$ cat config.mk
export PLATFORM = sky130hd
export DESIGN_NAME = writeback_arbiter_flat
export DESIGN_NICKNAME = d
export VERILOG_FILES = /design/src/rtl/writeback_arbiter_if.sv /design/src/rtl/writeback_arbiter.sv /design/src/flat_wrapper.sv
export SDC_FILE = /design/constraint.sdc
export NUM_CORES = 1
export LEC_CHECK = 0
export BUFFER_PORTS_ARGS = -buffer_cell sky130_fd_sc_hd__buf_2
export CELL_PAD_IN_SITES_DETAIL_PLACEMENT = 0
export CELL_PAD_IN_SITES_GLOBAL_PLACEMENT = 1
export CORE_MARGIN = 2
export CORE_UTILIZATION = 42
export CTS_CLUSTER_DIAMETER = 30
export DETAILED_ROUTE_END_ITERATION = 7
export PLACE_DENSITY = 0.78
export SLEW_MARGIN = 5
export SYNTH_ARGS = -nofsm -noshare
export SYNTH_HDL_FRONTEND = slang
export SYNTH_SLANG_ARGS = --single-unit
$ cat constraint.sdc
create_clock -name clk -period 2.6 [get_ports clk]
set_clock_uncertainty 0.1 [all_clocks]
set_input_delay 0.13 -clock clk [delete_from_list [all_inputs] [get_ports clk]]
set_output_delay 0.13 -clock clk [all_outputs]
set_load 0.03 [all_outputs]
$ cat src/rtl/writeback_arbiter_if.sv
// rtl/writeback_arbiter_if.sv - write-back bus: ALU/memory result inputs, register-bank write port, hazard status
interface writeback_arbiter_if #(
    parameter int Index_size = 4,
    parameter int width      = 32,
    parameter int DEPTH      = 4
);
    logic                       alu_valid;
    logic [Index_size-1:0]      alu_rd;
    logic [width-1:0]           alu_wd;
    logic                       mem_valid;
    logic                       mem_ready;
    logic [Index_size-1:0]      mem_rd;
    logic [width-1:0]           mem_wd;
    logic                       WE;
    logic [Index_size-1:0]      Rd;
    logic [width-1:0]           WD;
    logic [2**Index_size-1:0]   pending_mask;
    logic [$clog2(DEPTH):0]     fifo_count;

    modport master (
        output alu_valid, alu_rd, alu_wd, mem_valid, mem_rd, mem_wd,
        input  mem_ready, WE, Rd, WD, pending_mask, fifo_count
    );

    modport slave (
        input  alu_valid, alu_rd, alu_wd, mem_valid, mem_rd, mem_wd,
        output mem_ready, WE, Rd, WD, pending_mask, fifo_count
    );
endinterface

$ cat src/rtl/writeback_arbiter.sv
// rtl/writeback_arbiter.sv - merges ALU and FIFO-buffered memory results onto one register write port
// Optional macro WB_BYPASS_EN: memory result skips an empty FIFO when the ALU is idle.
module writeback_arbiter #(
    parameter int Index_size = 4,
    parameter int width      = 32,
    parameter int DEPTH      = 4
) (
    input  logic                 clk,
    input  logic                 rst,
    writeback_arbiter_if.slave   bus
);
    localparam int PW   = $clog2(DEPTH);
    localparam int CW   = PW + 1;
    localparam int NREG = 2**Index_size;

    logic [Index_size-1:0] r_fifo_rd [DEPTH];
    logic [width-1:0]      r_fifo_wd [DEPTH];
    logic [PW-1:0]         r_wr_ptr;
    logic [PW-1:0]         r_rd_ptr;
    logic [CW-1:0]         r_count;
    logic                  r_we;
    logic [Index_size-1:0] r_rd;
    logic [width-1:0]      r_wd;

    logic                  w_alu_go;
    logic                  w_mem_ready;
    logic                  w_push_ok;
    logic                  w_bypass;
    logic                  w_push;
    logic                  w_pop;
    logic [NREG-1:0]       w_pending;

    // Register 0 is hard-wired, so writes to it are swallowed on both paths.
    assign w_alu_go    = bus.alu_valid && (bus.alu_rd != '0);
    assign w_mem_ready = !rst && (r_count != CW'(DEPTH));
    assign w_push_ok   = bus.mem_valid && w_mem_ready && (bus.mem_rd != '0);

`ifdef WB_BYPASS_EN
    assign w_bypass = w_push_ok && (r_count == '0) && !w_alu_go;
`else
    assign w_bypass = 1'b0;
`endif

    assign w_push = w_push_ok && !w_bypass;
    assign w_pop  = !w_alu_go && (r_count != '0);

    // An entry is live when its distance from the read pointer is below the occupancy.
    always_comb begin
        w_pending = '0;
        for (int i = 0; i < DEPTH; i++) begin
            if ({1'b0, PW'(i) - r_rd_ptr} < r_count)
                w_pending[r_fifo_rd[i]] = 1'b1;
        end
    end

    always_ff @(posedge clk) begin
        if (w_push) begin
            r_fifo_rd[r_wr_ptr] <= bus.mem_rd;
            r_fifo_wd[r_wr_ptr] <= bus.mem_wd;
        end
    end

    always_ff @(posedge clk) begin
        if (rst) begin
            r_we     <= 1'b0;
            r_rd     <= '0;
            r_wd     <= '0;
            r_wr_ptr <= '0;
            r_rd_ptr <= '0;
            r_count  <= '0;
        end else begin
            if (w_push)
                r_wr_ptr <= r_wr_ptr + PW'(1);
            if (w_pop)
                r_rd_ptr <= r_rd_ptr + PW'(1);
            r_count <= r_count + CW'(w_push) - CW'(w_pop);

            if (w_alu_go) begin
                r_we <= 1'b1;
                r_rd <= bus.alu_rd;
                r_wd <= bus.alu_wd;
            end else if (w_pop) begin
                r_we <= 1'b1;
                r_rd <= r_fifo_rd[r_rd_ptr];
                r_wd <= r_fifo_wd[r_rd_ptr];
            end else if (w_bypass) begin
                r_we <= 1'b1;
                r_rd <= bus.mem_rd;
                r_wd <= bus.mem_wd;
            end else begin
                r_we <= 1'b0;
            end
        end
    end

    assign bus.mem_ready    = w_mem_ready;
    assign bus.WE           = r_we;
    assign bus.Rd           = r_rd;
    assign bus.WD           = r_wd;
    assign bus.pending_mask = w_pending;
    assign bus.fifo_count   = r_count;
endmodule
$ cat src/flat_wrapper.sv
// flat-port wrapper written by rule: the top's interface ports become plain ports
module writeback_arbiter_flat 
#(
    parameter int Index_size = 4,
    parameter int width      = 32,
    parameter int DEPTH      = 4
)
  (clk, rst, bus_alu_valid, bus_alu_rd, bus_alu_wd, bus_mem_valid, bus_mem_rd, bus_mem_wd, bus_mem_ready, bus_WE, bus_Rd, bus_WD, bus_pending_mask, bus_fifo_count);
  writeback_arbiter_if #(.Index_size(Index_size), .width(width), .DEPTH(DEPTH)) bus_i ();
  input  logic clk;
  input  logic rst;
  input wire logic [$bits(bus_i.alu_valid)-1:0] bus_alu_valid;
  input wire logic [$bits(bus_i.alu_rd)-1:0] bus_alu_rd;
  input wire logic [$bits(bus_i.alu_wd)-1:0] bus_alu_wd;
  input wire logic [$bits(bus_i.mem_valid)-1:0] bus_mem_valid;
  input wire logic [$bits(bus_i.mem_rd)-1:0] bus_mem_rd;
  input wire logic [$bits(bus_i.mem_wd)-1:0] bus_mem_wd;
  output wire logic [$bits(bus_i.mem_ready)-1:0] bus_mem_ready;
  output wire logic [$bits(bus_i.WE)-1:0] bus_WE;
  output wire logic [$bits(bus_i.Rd)-1:0] bus_Rd;
  output wire logic [$bits(bus_i.WD)-1:0] bus_WD;
  output wire logic [$bits(bus_i.pending_mask)-1:0] bus_pending_mask;
  output wire logic [$bits(bus_i.fifo_count)-1:0] bus_fifo_count;
  assign bus_i.alu_valid = bus_alu_valid;
  assign bus_i.alu_rd = bus_alu_rd;
  assign bus_i.alu_wd = bus_alu_wd;
  assign bus_i.mem_valid = bus_mem_valid;
  assign bus_i.mem_rd = bus_mem_rd;
  assign bus_i.mem_wd = bus_mem_wd;
  assign bus_mem_ready = bus_i.mem_ready;
  assign bus_WE = bus_i.WE;
  assign bus_Rd = bus_i.Rd;
  assign bus_WD = bus_i.WD;
  assign bus_pending_mask = bus_i.pending_mask;
  assign bus_fifo_count = bus_i.fifo_count;
  writeback_arbiter #(.Index_size(Index_size), .width(width), .DEPTH(DEPTH)) u_core (.clk(clk), .rst(rst), .bus(bus_i));
endmodule
==> results of run 1 <==
report_power, final:
group	leakage (nW)	switching (mW)	internal (mW)	total, mW
clock network	0.292	1.16	1.46	2.62
logic	1.87	1.84	1.36	3.20
registers	1.69	0.225	3.55	3.78
total	3.85	3.22	6.37	9.59
tightest hold or removal path, stage by stage:
cell	delay, ns
buf_2	0.12
a211oi_2	0.05
buf_4	0.15
nand2_1	0.06
o31ai_1	0.05
routing by layer:
| metal | track usage, % | wire [um] |
|---|---|---|
| met5 | 0 | 0 |
| met2 | 33.3 | 10100 |
| met4 | 5.47 | 194 |
| met3 | 3.12 | 792 |
| met1 | 25.7 | 8440 |
cells in the mapped netlist, drive strengths merged (2+ instances only):
library cell and instances:
edfxtp 144, nand2 50, dfxtp 46, nor2 45, a21oi 36, mux4 36, a211oi 33, buf 24
a22oi 14, inv 14, nor2b 12, ha 10, o211ai 10, a2111oi 9, and2 8, a32oi 7
clkbuf 6, nand2b 6, nand3 6, o221ai 6, xnor2 6, and2b 4, nand3b 3, nor3 3
o21bai 2, o41ai 2
path summary, 6_finish.rpt:
kind | startpoint | slack (ns) | to | cells after the start
max | u_core.r_rd_ptr[0] | 0.02 | bus_pending_mask[3] | 8
min | rst | 0.10 | u_core.r_wr_ptr[1] | 5
max reg2reg | u_core.bus.fifo_count[2] | 0.44 | u_core.bus.fifo_count[2] | 9
min reg2reg | u_core.bus.Rd[2] | 0.35 | u_core.bus.Rd[2] | 2
what timing repair did:
action	4_1_cts	5_1_grt
hold endpoints to repair	180	0
endpoints found under the setup margin	16	16
hold buffers	72	0
resized for setup	24	22
pin swaps	4	9
setup buffers	0	3
cell type report:
class,instances,area [um2]
fillers,1497,8100
flip-flops and latches,190,5260
multi-input cells,314,2770
repair buffers,229,1690
clock buffers,18,429
well taps,234,293
clock inverters,14,176
inverters,14,55.1
registers in the layout, summed over array words and instances, names as in the netlist, named ones only:
name	count
u_core.r_fifo_wd	128
u_core.bus.WD	32
u_core.r_fifo_rd	16
u_core.bus.Rd	4
u_core.bus.fifo_count	3
u_core.r_rd_ptr	2
u_core.r_wr_ptr	2
u_core.bus.WE	1
logic make-up after synthesis:
group,count (synthesis),share of synthesized area [%]
buffers and inverters,44,2.83
adder cells (fa/ha/maj),11,1.80
multiplexers,36,10.0
AND/OR/NAND/NOR,139,8.17
AO/OA/AOI/OAI,122,11.6
XOR/XNOR,6,0.650
flip-flops,190,64.9
metrics by stage:
stage / instances / setup TNS [ns] / hold WS, ns
floorplan: 548 / 0 / 0.129
global placement: 906 / 0 / 0.241
detailed placement: 906 / 0 / 0.246
CTS: 1010 / 0 / 0.102
global route: 1013 / -0.302 / 0.128
finish: 1013 / 0 / 0.103
==> flow_summary.ini, run 1 <==
[global_route]
track_usage_pct = 19.4
grt_pass1_vias = 5586
grt.overflow.total = 0
antenna_found_initial = 0
grt_pass1_wl_um = 30000
grt_max_degree = 46

[place]
dpl_cell_area_um2 = 9110
hpwl_um = 12300
port_buffers = 132
post-place-ws_ns = 0.158
gp_congestion = 0.906

[flow_run]
max_cap_viol_count = 0

[layout]
antenna_cells = 0
fin_area_um2 = 10700
drive_gt1_share_pct = 33.5
final_common_cell = edfxtp_1
final_util_pct = 56.9
final_cell_mix = 144 x edfxtp_1, 118 x buf_2, 72 x dlygate4sd3_1, 50 x nand2_1, 45 x nor2_1
syn2layout_area_growth_pct = 32.0
final_nets = 853

[cts]
clock_latency_ns = 0.42
cts_max_path_buffers = 2
clock-root-buffer = clkbuf_16
cts_tree = built
cts_max_level = 4
clkTransAtPathRegs_ns = 0.07
numCtsBuffers = 17
numClockSinks = 190

[routing]
avgViaCountPerCell = 5.44
drt_iter0_drc = 377
route.detailed.drc = 0
dr.pass1.iters = 5
via_count = 5510
wirelength_um = 19500
wl_per_cell_um = 19.2
ant_nets = 0

[synthesis]
synth_top_area_share_pct = 53.5
netlist_area_um2 = 8080
ys.flop_type = edfxtp_1
ys_ff_latch = 190
async_flop_share_pct = 0
synth_cell_type_count = 41
yosysWarnings = 0
synth_top_cell_by_area = edfxtp_1
syn_nets = 635
ys_seq_area_share_pct = 64.9
synth_cells = 548
syn_avg_cell_area_um2 = 14.7
synth_area_leaders = edfxtp_1 53%, dfxtp_1 11%, mux4_2 10%, a211oi_1 3.0%, nand2_1 2.3%
synth_edf_count = 144

[floorplanning]
die_area_um2 = 20400
die_h_um = 143
start_util_pct = 43.1
die-width_um = 143
core_region_area_um2 = 18800
num_io_pins = 133
rows = 50

[run_status]
status = finished, final reports clean

[pwr]
p_per_area_nw_per_um2 = 899
power.total_mw = 9.59
ir_drop_uv = 511
leakagePower_nw = 3.85

[setup_path]
critPathMaxStageDelay_ns = 0.46
cp.arrival_ns = 2.35
slowest_stage = a2111oi_4
end_kind = output pin
crit_type = reg2out
path_max_fanout = 5
start_kind = flop
cp_top_family = compound AO/OA/AOI/OAI gates
worst-path-buf-inv = 2
path_cells = xnor2_4 > inv_2 > ha_4 > and2b_2 > a2111oi_4 > nand3_1 > o211ai_1 > buf_4
cp.required_ns = 2.37

[timing]
max_freq_mhz = 388
timing.slew.headroom_pct = 57.6
worst_pin_slew_ns = 0.627
hold_viol = 0
setup_ws_ns = 0.0219
grt_setup_unrepaired = yes
finalSetupViolCount = 0
report.final.slew_viol_count = 0
finalCritPeriodShare_pct = 99.2
period_needed_ns = 2.58

[min_path]
worstHoldPathType = in2reg
Power figures use the tool's default switching activity.
==> run 2, diff against run 1 <==
==> constraint.sdc (replaced) <==
create_clock -name clk -period 2.6 [get_ports clk]
set_clock_uncertainty 0.1 [all_clocks]
set_input_delay 0.13 -clock clk [delete_from_list [all_inputs] [get_ports clk]]
set_output_delay 0.13 -clock clk [all_outputs]
set_load 0.1 [all_outputs]
==> flow_summary.ini, run 2 (synthesis gave the netlist of run 1 again) <==
[run_status]
status = finished, violations left
failed_checks = setup timing

[setup_path]
worstSetupStartpoint = u_core.r_rd_ptr[1]
path_max_fanout = 3
slowest_stage = a2111oi_4
critPathMaxStageDelay_ns = 0.38
path_cells = xnor2_4 > inv_2 > ha_4 > and2b_2 > a2111oi_4 > nand3_1 > o211ai_1 > clkbuf_16
crit_type = reg2out
endpoint = bus_pending_mask[3]
end_kind = output pin
reg2reg_from = u_core.bus.fifo_count[0]
start_kind = flop
r2r_slack_ns = 0.20
worst-path-buf-inv = 2
critical_path_depth = 8
cp.required_ns = 2.37
cp.arrival_ns = 2.46
reg2reg_to = u_core.r_fifo_wd[1][29]
cp_top_family = compound AO/OA/AOI/OAI gates
worstRegToRegCells = 3

[layout]
syn2layout_area_growth_pct = 34.6
final_util_pct = 58.0
regArea_um2 = 5260
num-fill-cells = 1496
largest_reg_flops = 128
final_nets = 854
multi_input_area_um2 = 2900
final_cell_mix = 144 x edfxtp_1, 116 x buf_2, 73 x dlygate4sd3_1, 48 x nand2_1, 45 x nor2_1
final_common_cell = edfxtp_1
antenna_cells = 0
regMostFlops = u_core.r_fifo_wd
drive_gt1_share_pct = 36.2
fin_area_um2 = 10900

[place]
dpl_cell_area_um2 = 9330
gp_congestion = 0.841
port_buffers = 132
hpwl_um = 12500

[timing]
setup_ws_ns = -0.0917
finalCritPeriodShare_pct = 104
setup-tns-final_ns = -0.396
max_freq_mhz = 372
holdWs_ns = 0.123
timing.slew.headroom_pct = 34.5
finalSetupViolCount = 10
hold_viol = 0
grt_setup_unrepaired = yes
report.final.slew_viol_count = 0
worst_pin_slew_ns = 0.983
period_needed_ns = 2.69

[global_route]
grt.overflow.total = 0
grt_pass1_vias = 5634
grt_pass1_wl_um = 29900
antenna_found_initial = 0
track_usage_pct = 19.4
grt_max_degree = 46

[routing]
ant_nets = 0
wl_per_cell_um = 19.2
wirelength_um = 19500
avgViaCountPerCell = 5.45
via_count = 5531
dr.pass1.iters = 5
route.detailed.drc = 0
drt_iter0_drc = 346

[pwr]
leakagePower_nw = 3.90
ir_drop_uv = 548
p_per_area_nw_per_um2 = 985

[cts]
clock-root-buffer = clkbuf_16
numClockSinks = 190
clkTransAtPathRegs_ns = 0.07
cts_max_level = 4
cts_tree = built
cts_max_path_buffers = 2
clock_latency_ns = 0.43
numCtsBuffers = 17

[floorplanning]
num_io_pins = 133
rows = 50
start_util_pct = 43.1
die_h_um = 143
die-width_um = 143
core_region_area_um2 = 18800
die_area_um2 = 20400

[flow_run]
max_cap_viol_count = 0

[min_path]
worstHoldPathType = in2reg
-- run 2: cell count changes in the layout (fill, tap and decap cells not counted), moves of 4 or more --
cell,previous run,this run
a32oi_1,7,3
o221ai_2,0,6
buf_4,31,24
clkinv_2,1,5
a22oi_1,14,9
a32oi_2,0,4
buf_12,6,15
a22oi_2,0,5
o221ai_1,6,0
-- run 2: worst register-to-register path, delay by kind of cell (launching register included) --
| kind | cells | cell delay [ns] |
|---|---|---|
| AOI/OAI and AO/OA | 1 | 0.50 |
| DFF | 1 | 0.42 |
| and+or+nand+nor | 2 | 0.99 |
-- run 2: how the worst min path moves through the flow --
stage	slack (ns)	start	to	cells after the start
after floorplan	0.13	bus_mem_rd[0]	u_core.r_fifo_rd[0][0]	0
after global placement	0.24	bus_mem_wd[3]	u_core.r_fifo_wd[0][3]	1
after detailed placement	0.25	bus_mem_wd[3]	u_core.r_fifo_wd[0][3]	1
after CTS	0.12	bus_mem_valid	u_core.r_wr_ptr[1]	5
after global routing	0.17	bus_alu_valid	u_core.bus.Rd[1]	4
final	0.12	bus_mem_valid	u_core.r_wr_ptr[1]	5
-- run 2: power breakdown --
group	switching [mW]	internal [mW]
Sequential	0.213	3.56
Clock	1.10	1.22
Combinational	3.04	1.58
Total	4.35	6.36
-- run 2: what timing repair did --
item,4_1_cts,5_1_grt
resized for setup,17,17
pin swaps,20,14
endpoints found under the hold margin,181,0
setup buffers,3,8
hold buffers,73,0
setup endpoints to repair,16,52
-- run 2: metal layers --
metal / GRT usage [%] / share of wire [%] / vias to the layer above
li1: - / - / 2574
met1: 24.6 / 42 / 2780
met2: 33.2 / 52 / 154
met3: 3.49 / 4.0 / 23
met4: 7.97 / 1.7 / 0
met5: 0 / 0 / -
-- run 2: layout make-up --
cell class	count	share of cell area (%)
Clock inverter	14	0.874
Multi-Input combinational cell	314	26.6
Clock buffer	18	3.95
Tap cell	234	2.69
Timing Repair Buffer	230	16.9
Sequential cell	190	48.4
Inverter	14	0.552
-- run 2: per-stage QoR --
step	total power, mW	std cells	setup WS, ns
global placement	8.01	898	0.216
finish	10.7	1014	-0.0917
CTS	10.6	1006	-0.0435
detailed placement	8.07	898	0.139
floorplan	7.08	548	-0.485
global route	11.2	1014	-0.159
